### src/rtl/gpu_launch_ctrl.sv
// Kernel launch sequencer: enable write, programmable gap, start write, wait for the
// completion interrupt (optionally bounded by a timeout), clear write, then a done pulse.
module gpu_launch_ctrl #(
    parameter int unsigned GAP_CYCLES     = 50,
    parameter int unsigned TIMEOUT_CYCLES = 0
) (
    input  logic        clk_i,
    input  logic        rst_ni,
    input  logic        launch_i,
    output logic        busy_o,
    output logic        done_o,
    output logic        timeout_o,
    output logic        conf_req_o,
    output logic        conf_we_o,
    output logic [3:0]  conf_be_o,
    output logic [31:0] conf_addr_o,
    output logic [31:0] conf_wdata_o,
    input  logic        conf_gnt_i,
    input  logic        conf_rvalid_i,
    input  logic        interrupt_i
);

    localparam logic [31:0] ADDR_EN    = 32'h0;
    localparam logic [31:0] ADDR_START = 32'h4;
    localparam logic [31:0] ADDR_CLR   = 32'h8;
    localparam logic [31:0] WDATA_ONE  = 32'h1;
    localparam logic [31:0] GAP_LD     = GAP_CYCLES;
    localparam logic [31:0] TO_LD      = TIMEOUT_CYCLES;

    typedef enum logic [3:0] {
        IDLE, WR_EN, RSP_EN, GAP, WR_START, RSP_START, WAIT_IRQ, WR_CLR, RSP_CLR, DONE
    } state_t;

    state_t      r_state;
    logic        r_req;
    logic [31:0] r_addr;
    logic [31:0] r_wdata;
    logic        r_busy;
    logic        r_done;
    logic        r_timeout;
    logic [31:0] r_cnt;

    // Address/data are only non-zero while the request is up, so they are
    // always loaded and cleared together with r_req.
    always_ff @(posedge clk_i or negedge rst_ni) begin
        if (!rst_ni) begin
            r_state   <= IDLE;
            r_req     <= 1'b0;
            r_addr    <= '0;
            r_wdata   <= '0;
            r_busy    <= 1'b0;
            r_done    <= 1'b0;
            r_timeout <= 1'b0;
            r_cnt     <= '0;
        end else begin
            r_done <= 1'b0;
            case (r_state)
                IDLE: begin
                    if (launch_i) begin
                        r_state   <= WR_EN;
                        r_busy    <= 1'b1;
                        r_timeout <= 1'b0;
                        r_req     <= 1'b1;
                        r_addr    <= ADDR_EN;
                        r_wdata   <= WDATA_ONE;
                    end
                end
                WR_EN: begin
                    if (conf_gnt_i) begin
                        r_state <= RSP_EN;
                        r_req   <= 1'b0;
                        r_addr  <= '0;
                        r_wdata <= '0;
                    end
                end
                RSP_EN: begin
                    if (conf_rvalid_i) begin
                        if (GAP_CYCLES == 0) begin
                            r_state <= WR_START;
                            r_req   <= 1'b1;
                            r_addr  <= ADDR_START;
                            r_wdata <= WDATA_ONE;
                        end else begin
                            r_state <= GAP;
                            r_cnt   <= GAP_LD;
                        end
                    end
                end
                GAP: begin
                    if (r_cnt <= 32'd1) begin
                        r_state <= WR_START;
                        r_cnt   <= '0;
                        r_req   <= 1'b1;
                        r_addr  <= ADDR_START;
                        r_wdata <= WDATA_ONE;
                    end else begin
                        r_cnt <= r_cnt - 32'd1;
                    end
                end
                WR_START: begin
                    if (conf_gnt_i) begin
                        r_state <= RSP_START;
                        r_req   <= 1'b0;
                        r_addr  <= '0;
                        r_wdata <= '0;
                    end
                end
                RSP_START: begin
                    if (conf_rvalid_i) begin
                        r_state <= WAIT_IRQ;
                        r_cnt   <= TO_LD;
                    end
                end
                WAIT_IRQ: begin
                    // The interrupt is checked first so it wins over a timeout expiring in the same cycle.
                    if (interrupt_i) begin
                        r_state <= WR_CLR;
                        r_cnt   <= '0;
                        r_req   <= 1'b1;
                        r_addr  <= ADDR_CLR;
                        r_wdata <= WDATA_ONE;
                    end else if ((TIMEOUT_CYCLES != 0) && (r_cnt <= 32'd1)) begin
                        r_state   <= WR_CLR;
                        r_cnt     <= '0;
                        r_timeout <= 1'b1;
                        r_req     <= 1'b1;
                        r_addr    <= ADDR_CLR;
                        r_wdata   <= WDATA_ONE;
                    end else if (r_cnt != 32'd0) begin
                        r_cnt <= r_cnt - 32'd1;
                    end
                end
                WR_CLR: begin
                    if (conf_gnt_i) begin
                        r_state <= RSP_CLR;
                        r_req   <= 1'b0;
                        r_addr  <= '0;
                        r_wdata <= '0;
                    end
                end
                RSP_CLR: begin
                    if (conf_rvalid_i) begin
                        r_state <= DONE;
                        r_done  <= 1'b1;
                    end
                end
                DONE: begin
                    r_state <= IDLE;
                    r_busy  <= 1'b0;
                end
                default: begin
                    r_state <= IDLE;
                    r_busy  <= 1'b0;
                    r_req   <= 1'b0;
                    r_addr  <= '0;
                    r_wdata <= '0;
                    r_cnt   <= '0;
                end
            endcase
        end
    end

    assign busy_o       = r_busy;
    assign done_o       = r_done;
    assign timeout_o    = r_timeout;
    assign conf_req_o   = r_req;
    assign conf_we_o    = 1'b1;
    assign conf_be_o    = 4'b1111;
    assign conf_addr_o  = r_addr;
    assign conf_wdata_o = r_wdata;

endmodule

### config.mk
export PLATFORM = sky130hd
export DESIGN_NAME = gpu_launch_ctrl
export DESIGN_NICKNAME = d
export VERILOG_FILES = /design/src/rtl/gpu_launch_ctrl.sv
export SDC_FILE = /design/constraint.sdc
export NUM_CORES = 1
export LEC_CHECK = 0
export CAP_MARGIN = 20
export CORE_UTILIZATION = 35
export CTS_BUF_LIST = sky130_fd_sc_hd__clkbuf_4
export DETAILED_ROUTE_END_ITERATION = 16
export PLACE_DENSITY = 0.73
export SETUP_SLACK_MARGIN = 0.4
export SLEW_MARGIN = 20
export SYNTH_ARGS = -nofsm -noshare
export SYNTH_HDL_FRONTEND = slang
export SYNTH_SLANG_ARGS = --single-unit
### constraint.sdc
create_clock -name clk_i -period 6.4 [get_ports clk_i]
set_input_delay 1.28 -clock clk_i [delete_from_list [all_inputs] [get_ports clk_i]]
set_output_delay 1.28 -clock clk_i [all_outputs]
set_load 0.01 [all_outputs]
Yosys cells after proc, flatten, opt, wreduce, memory -nomap -nowiden
Index checks and enable logic that the tools add are counted.
{ "word_totals": {"register_bits": 103, "input_bits": 6, "out_inout_bits": 73, "elab_cells": 75} }
{ "classes": {"add_sub_neg": 1, "n_lt_le_gt_ge": 1, "n_eq_ne": 20, "muxes": 33, "bitwise_logic": 3, "n_reduce_logical": 10} }
{ "ops": {"columns": ["op", "count"], "rows": [
  ["32-bit case mux with 5 select lines", 3],
  ["32-bit 2-to-1 mux", 12],
  ["4-bit 2-to-1 mux", 9],
  ["4-bit case mux with 9 select lines", 1],
  ["32-bit by 1-bit less-or-equal comparator with 1-bit output (second input constant)", 1],
  ["32-bit nonzero test", 1],
  ["32-bit by 1-bit subtractor with 32-bit output (second input constant)", 1],
  ["2-bit inequality test (second input constant)", 9],
  ["4-bit by 3-bit == test with 1-bit output (second input constant)", 4],
  ["9-bit AND reduction", 1],
  ["4-bit by 2-bit == test with 1-bit output (second input constant)", 2],
  ["4-bit == test (second input constant)", 2],
  ["8-bit OR reduction", 1],
  ["1-bit 2-to-1 mux", 6],
  ["6-bit OR reduction", 1],
  ["1-bit case mux with 5 select lines", 1],
  ["5-bit AND reduction", 1],
  ["4-bit by 1-bit == test with 1-bit output (second input constant)", 1],
  ["4-bit logical NOT", 1],
  ["4-bit AND reduction", 1],
  ["4-bit OR reduction", 1],
  ["3-bit inequality test (second input constant)", 1],
  ["1-bit inverter", 3],
  ["3-bit OR reduction", 1],
  ["3 further kinds", 3]
]} }

Longest topological paths before layout
{ "logic_depth": {"word_depth": 4, "ltp_mapped": 9, "mapped_depth_nobuf": 8} }

Worst setup path after synthesis
OpenSTA, ideal clock, no wires.
{ "synth_timing": {"kind": "in2reg", "start": "input conf_rvalid_i", "end": "register r_cnt[31]", "setup_time_ns": 0.077, "arrival_time_ns": 2.595, "t_required_ns": 6.323, "path_slack_ns": 3.728, "path_stages": 6, "path_buffers": 0, "path_cell_list": "a211o_1 > o2111ai_2 > nor3_4 > o2111ai_1 > or4_1 > a21oi_1"} }
{ "synth_via": {"elab_chain_len": 2, "elab_cells_between_ends": 3, "classes_between": "eq/ne (2); reduce/logical (1)"} }
{ "synth_lines": {"columns": ["item", "line", "source"], "rows": [
  ["from (decl)", "19", "input logic conf_rvalid_i,"],
  ["2-bit inequality test (no source line)", null, null],
  ["4-bit AND reduction (no source line) (*)", null, null],
  ["to (signal assigned)", "97", "r_cnt <= r_cnt - 32'd1;"],
  ["to (signal assigned)", "130", "r_cnt <= r_cnt - 32'd1;"],
  ["to (decl)", "41", "logic [31:0] r_cnt;"]
]} }
Mark *: on every way between the ends. The rest lies on a longest branch, timed or not.
A chain may end at the register's enable or synchronous reset.

Worst setup path in the final report
{ "layout_timing": {"start": "input conf_rvalid_i", "end": "register r_cnt[30]"} }
Same word-level chain as after synthesis.

==> results by group <==
Logic synthesis
  • Synth Instances: 335
  • Area share of the largest cell type after synthesis: 34.2%
  • Synth Flop Type: dfrtp_1
  • Post-synthesis async set-or-reset flop share: 100%
  • Post-synth EDFFs: 0
  • Count leader, synth: buf_4
  • Synth unique cells: 62
  • Post-synthesis area per instance: 8.95 sq um
  • Yosys warns: 0
  • Post-synth top cells: buf_4 (70), dfrtp_1 (41), nor2_1 (36)
  • Syn Std Cell Area: 3000 sq um
  • Post-synthesis sequential area ratio: 34.2%
  • Synth Register Bits: 41
  • Area contributors post-synth: dfrtp_1 (34%), buf_4 (18%), nor2_1 (4.5%)
  • Area leader, netlist: dfrtp_1

Clocking
  • Post-CTS Resized: 0
  • Worst-path clk slew: 0.12 ns
  • # Post-CTS Setup Buffers: 0
  • CTS tree: done
  • CTS sink count: 41
  • Clk root buf: clkbuf_4
  • CTS Hold Bufs: 0
  • Clk Latency, worst-skew pair: 0.35 ns
  • CTS buffer count: 5
  • H-tree Lvls: 2
  • Max Root-Sink Buffers: 2

Floorplan
  • IO Count: 79
  • Die ar.: 8940 sq um
  • Area of the core: 8260 sq um
  • Die H: 94.6 microns
  • Chip width: 94.6 microns
  • # rows: 33
  • Initial core utilization: 36.3%

Route
  • Total number of vias: 2213
  • DR vias/cell: 5.01
  • Avg WL per Cell: 12.3 microns
  • # DRC: 0
  • DRT Pass-1 Iters: 4
  • Final wirelength: 5.42 mm
  • DRT iter0 DRCs: 131
  • Number of routed nets with antenna violations: 0

GRT
  • Grt met2 use: 20.0%
  • First-pass GRT wire length: 9.02 mm
  • Met3 Use GR: 2.90%
  • Largest net degree at the start of global routing: 42
  • GR Overflow Total: 0
  • Met1 GRT Util: 17.5%
  • GRT Max-Usage Layer: met2
  • Vias in the first global route: 1915
  • Initial antenna violation count: 0
  • Overall routing resource usage: 12.8%

Timing
  • Min Tclk post-route: 3.39 ns
  • Final Skew: 0.00926 ns
  • Worst-margin pin slew: 0.879 ns
  • Slew Limit Fails: 0
  • Final worst path period share: 53.0%
  • Setup TNS: 0 ns
  • FMAX: 295 MHz
  • Hold Vio Cnt, Final: 0
  • RSZ-0062 raised after global routing: no
  • Setup violators final: 0
  • Relative slew slack: 41.4%
  • Worst setup margin: 3.01 ns

Worst setup path
  • CP cell instances: clkdlybuf4s50_1 -> a211o_1 -> o2111ai_2 -> a211oi_2 -> nor4b_1 -> xnor2_1 -> nor2_1
  • R2R setup slack: 3.59 ns
  • WS Path Type: input pin to flip-flop
  • Worst stage delay on the critical path: 0.65 ns
  • Type of origin of the critical path: input pin
  • Max FO, Critical Path: 14
  • Slowest CP cell: a211oi_2
  • Data required time of the critical path: 6.64 ns
  • Critical path capture point type: flip-flop
  • Arrival @ worst endpoint: 3.63 ns

Final layout
  • Synth-to-layout area growth: -1.38%
  • Post-route insts no fill: 442
  • Final nets: 345
  • Post-route cell area: 2960 sq um
  • Layout cells sized above 1: 7.72%
  • ANT cells: 0

Placed design
  • Dpl cells: 435
  • Post-place setup slack: 2.61 ns
  • Placed cell areas: 2910 sq um
  • Hpwl dp: 3.93 mm
  • Routability cong.: 0.847
  • Number of port buffers: 11

Job
  • Max-cap violation count: 0

Power and ir drop
  • PD cells: 561 nW/um^2
  • Peak supply drop: 0.184 mV
  • Pleak: 1.35 nW

Run status
  • Status: finished clean

Worst hold path
  • Worst Hold Class: flip-flop to flip-flop
## flip-flops by register name (all words and copies together), names as in the netlist
| register | count |
|---|---|
| r_state | 4 |
| conf_wdata_o | 1 |
| r_cnt | 32 |
| busy_o | 1 |
| conf_addr_o | 2 |
| done_o | 1 |
## where the power goes
group	internal [mW]	switching [mW]
clock network	0.0443	0.0827
logic	0.417	0.614
registers	0.354	0.149
total	0.815	0.845
## area by class of cell
class | instances | area (sq um)
clock buffer | 6 | 45.0
clock inverter | 1 | 3.75
fill | 849 | 5300
inverter | 4 | 15.0
multi-input combinational | 273 | 1620
sequential | 41 | 1030
tap | 105 | 131
timing repair buffer | 12 | 113
## routing by layer
layer  wire (microns)  share of wire (%)
met5                0                  0
met2             2570                 47
met4               56                1.0
met3              300                5.5
met1             2500                 46
## path summary, 6_finish.rpt
kind                                       end      startpoint  cells past startpoint
worst min-delay path            conf_addr_o[2]  conf_addr_o[2]                      1
worst max register to register        r_cnt[3]        r_cnt[0]                      8
min in group asynchronous           r_state[0]          rst_ni                      1
max in group asynchronous            r_cnt[10]          rst_ni                      1
worst max-delay path                 r_cnt[30]   conf_rvalid_i                      7
worst min register to register  conf_addr_o[2]  conf_addr_o[2]                      1
## kinds of logic (layout without fill, tap and decap cells)
group | after synthesis | in the layout | synth area share, %
compound gates | 54 | 54 | 13.6
xor+xnor | 18 | 18 | 5.26
fa+ha+maj | 2 | 2 | 0.834
buf+inv | 86 | 23 | 19.8
flops | 41 | 41 | 34.2
mux | 3 | 3 | 1.34
other cells | 2 | 67 | 0.250
simple gates | 129 | 129 | 24.8
## cell usage in the layout (no fill, tap or decap), types with 6 or more instances in the layout
master and count:
a21oi_1 9, clkbuf_4 6, clkdlybuf4s50_1 10, conb_1 67, dfrtp_1 41, nand2_1 21, nand3_1 6, nor2_1 36
nor3_1 14, nor4_1 8, o21ai_0 8, xor2_1 14
## metrics by stage
| stage | hold WS, ns | power [mW] | util [%] |
|---|---|---|---|
| after floorplan | 0.487 | 1.36 | - |
| after global placement | 0.468 | 1.50 | 35.2 |
| after detailed placement | 0.469 | 1.53 | 35.2 |
| after CTS | 0.499 | 1.66 | 35.8 |
| after global routing | 0.528 | 1.82 | 35.8 |
| final | 0.492 | 1.66 | 35.8 |
## critical path: cells and delay by family
| kind | cells | cell delay [ns] |
|---|---|---|
| buffers and inverters | 1 | 0.51 |
| and+or+nand+nor | 2 | 0.43 |
| AOI/OAI and AO/OA | 3 | 1.24 |
| xor gates and xnor gates | 1 | 0.17 |
Note: power is estimated with default switching activity, not from simulation.
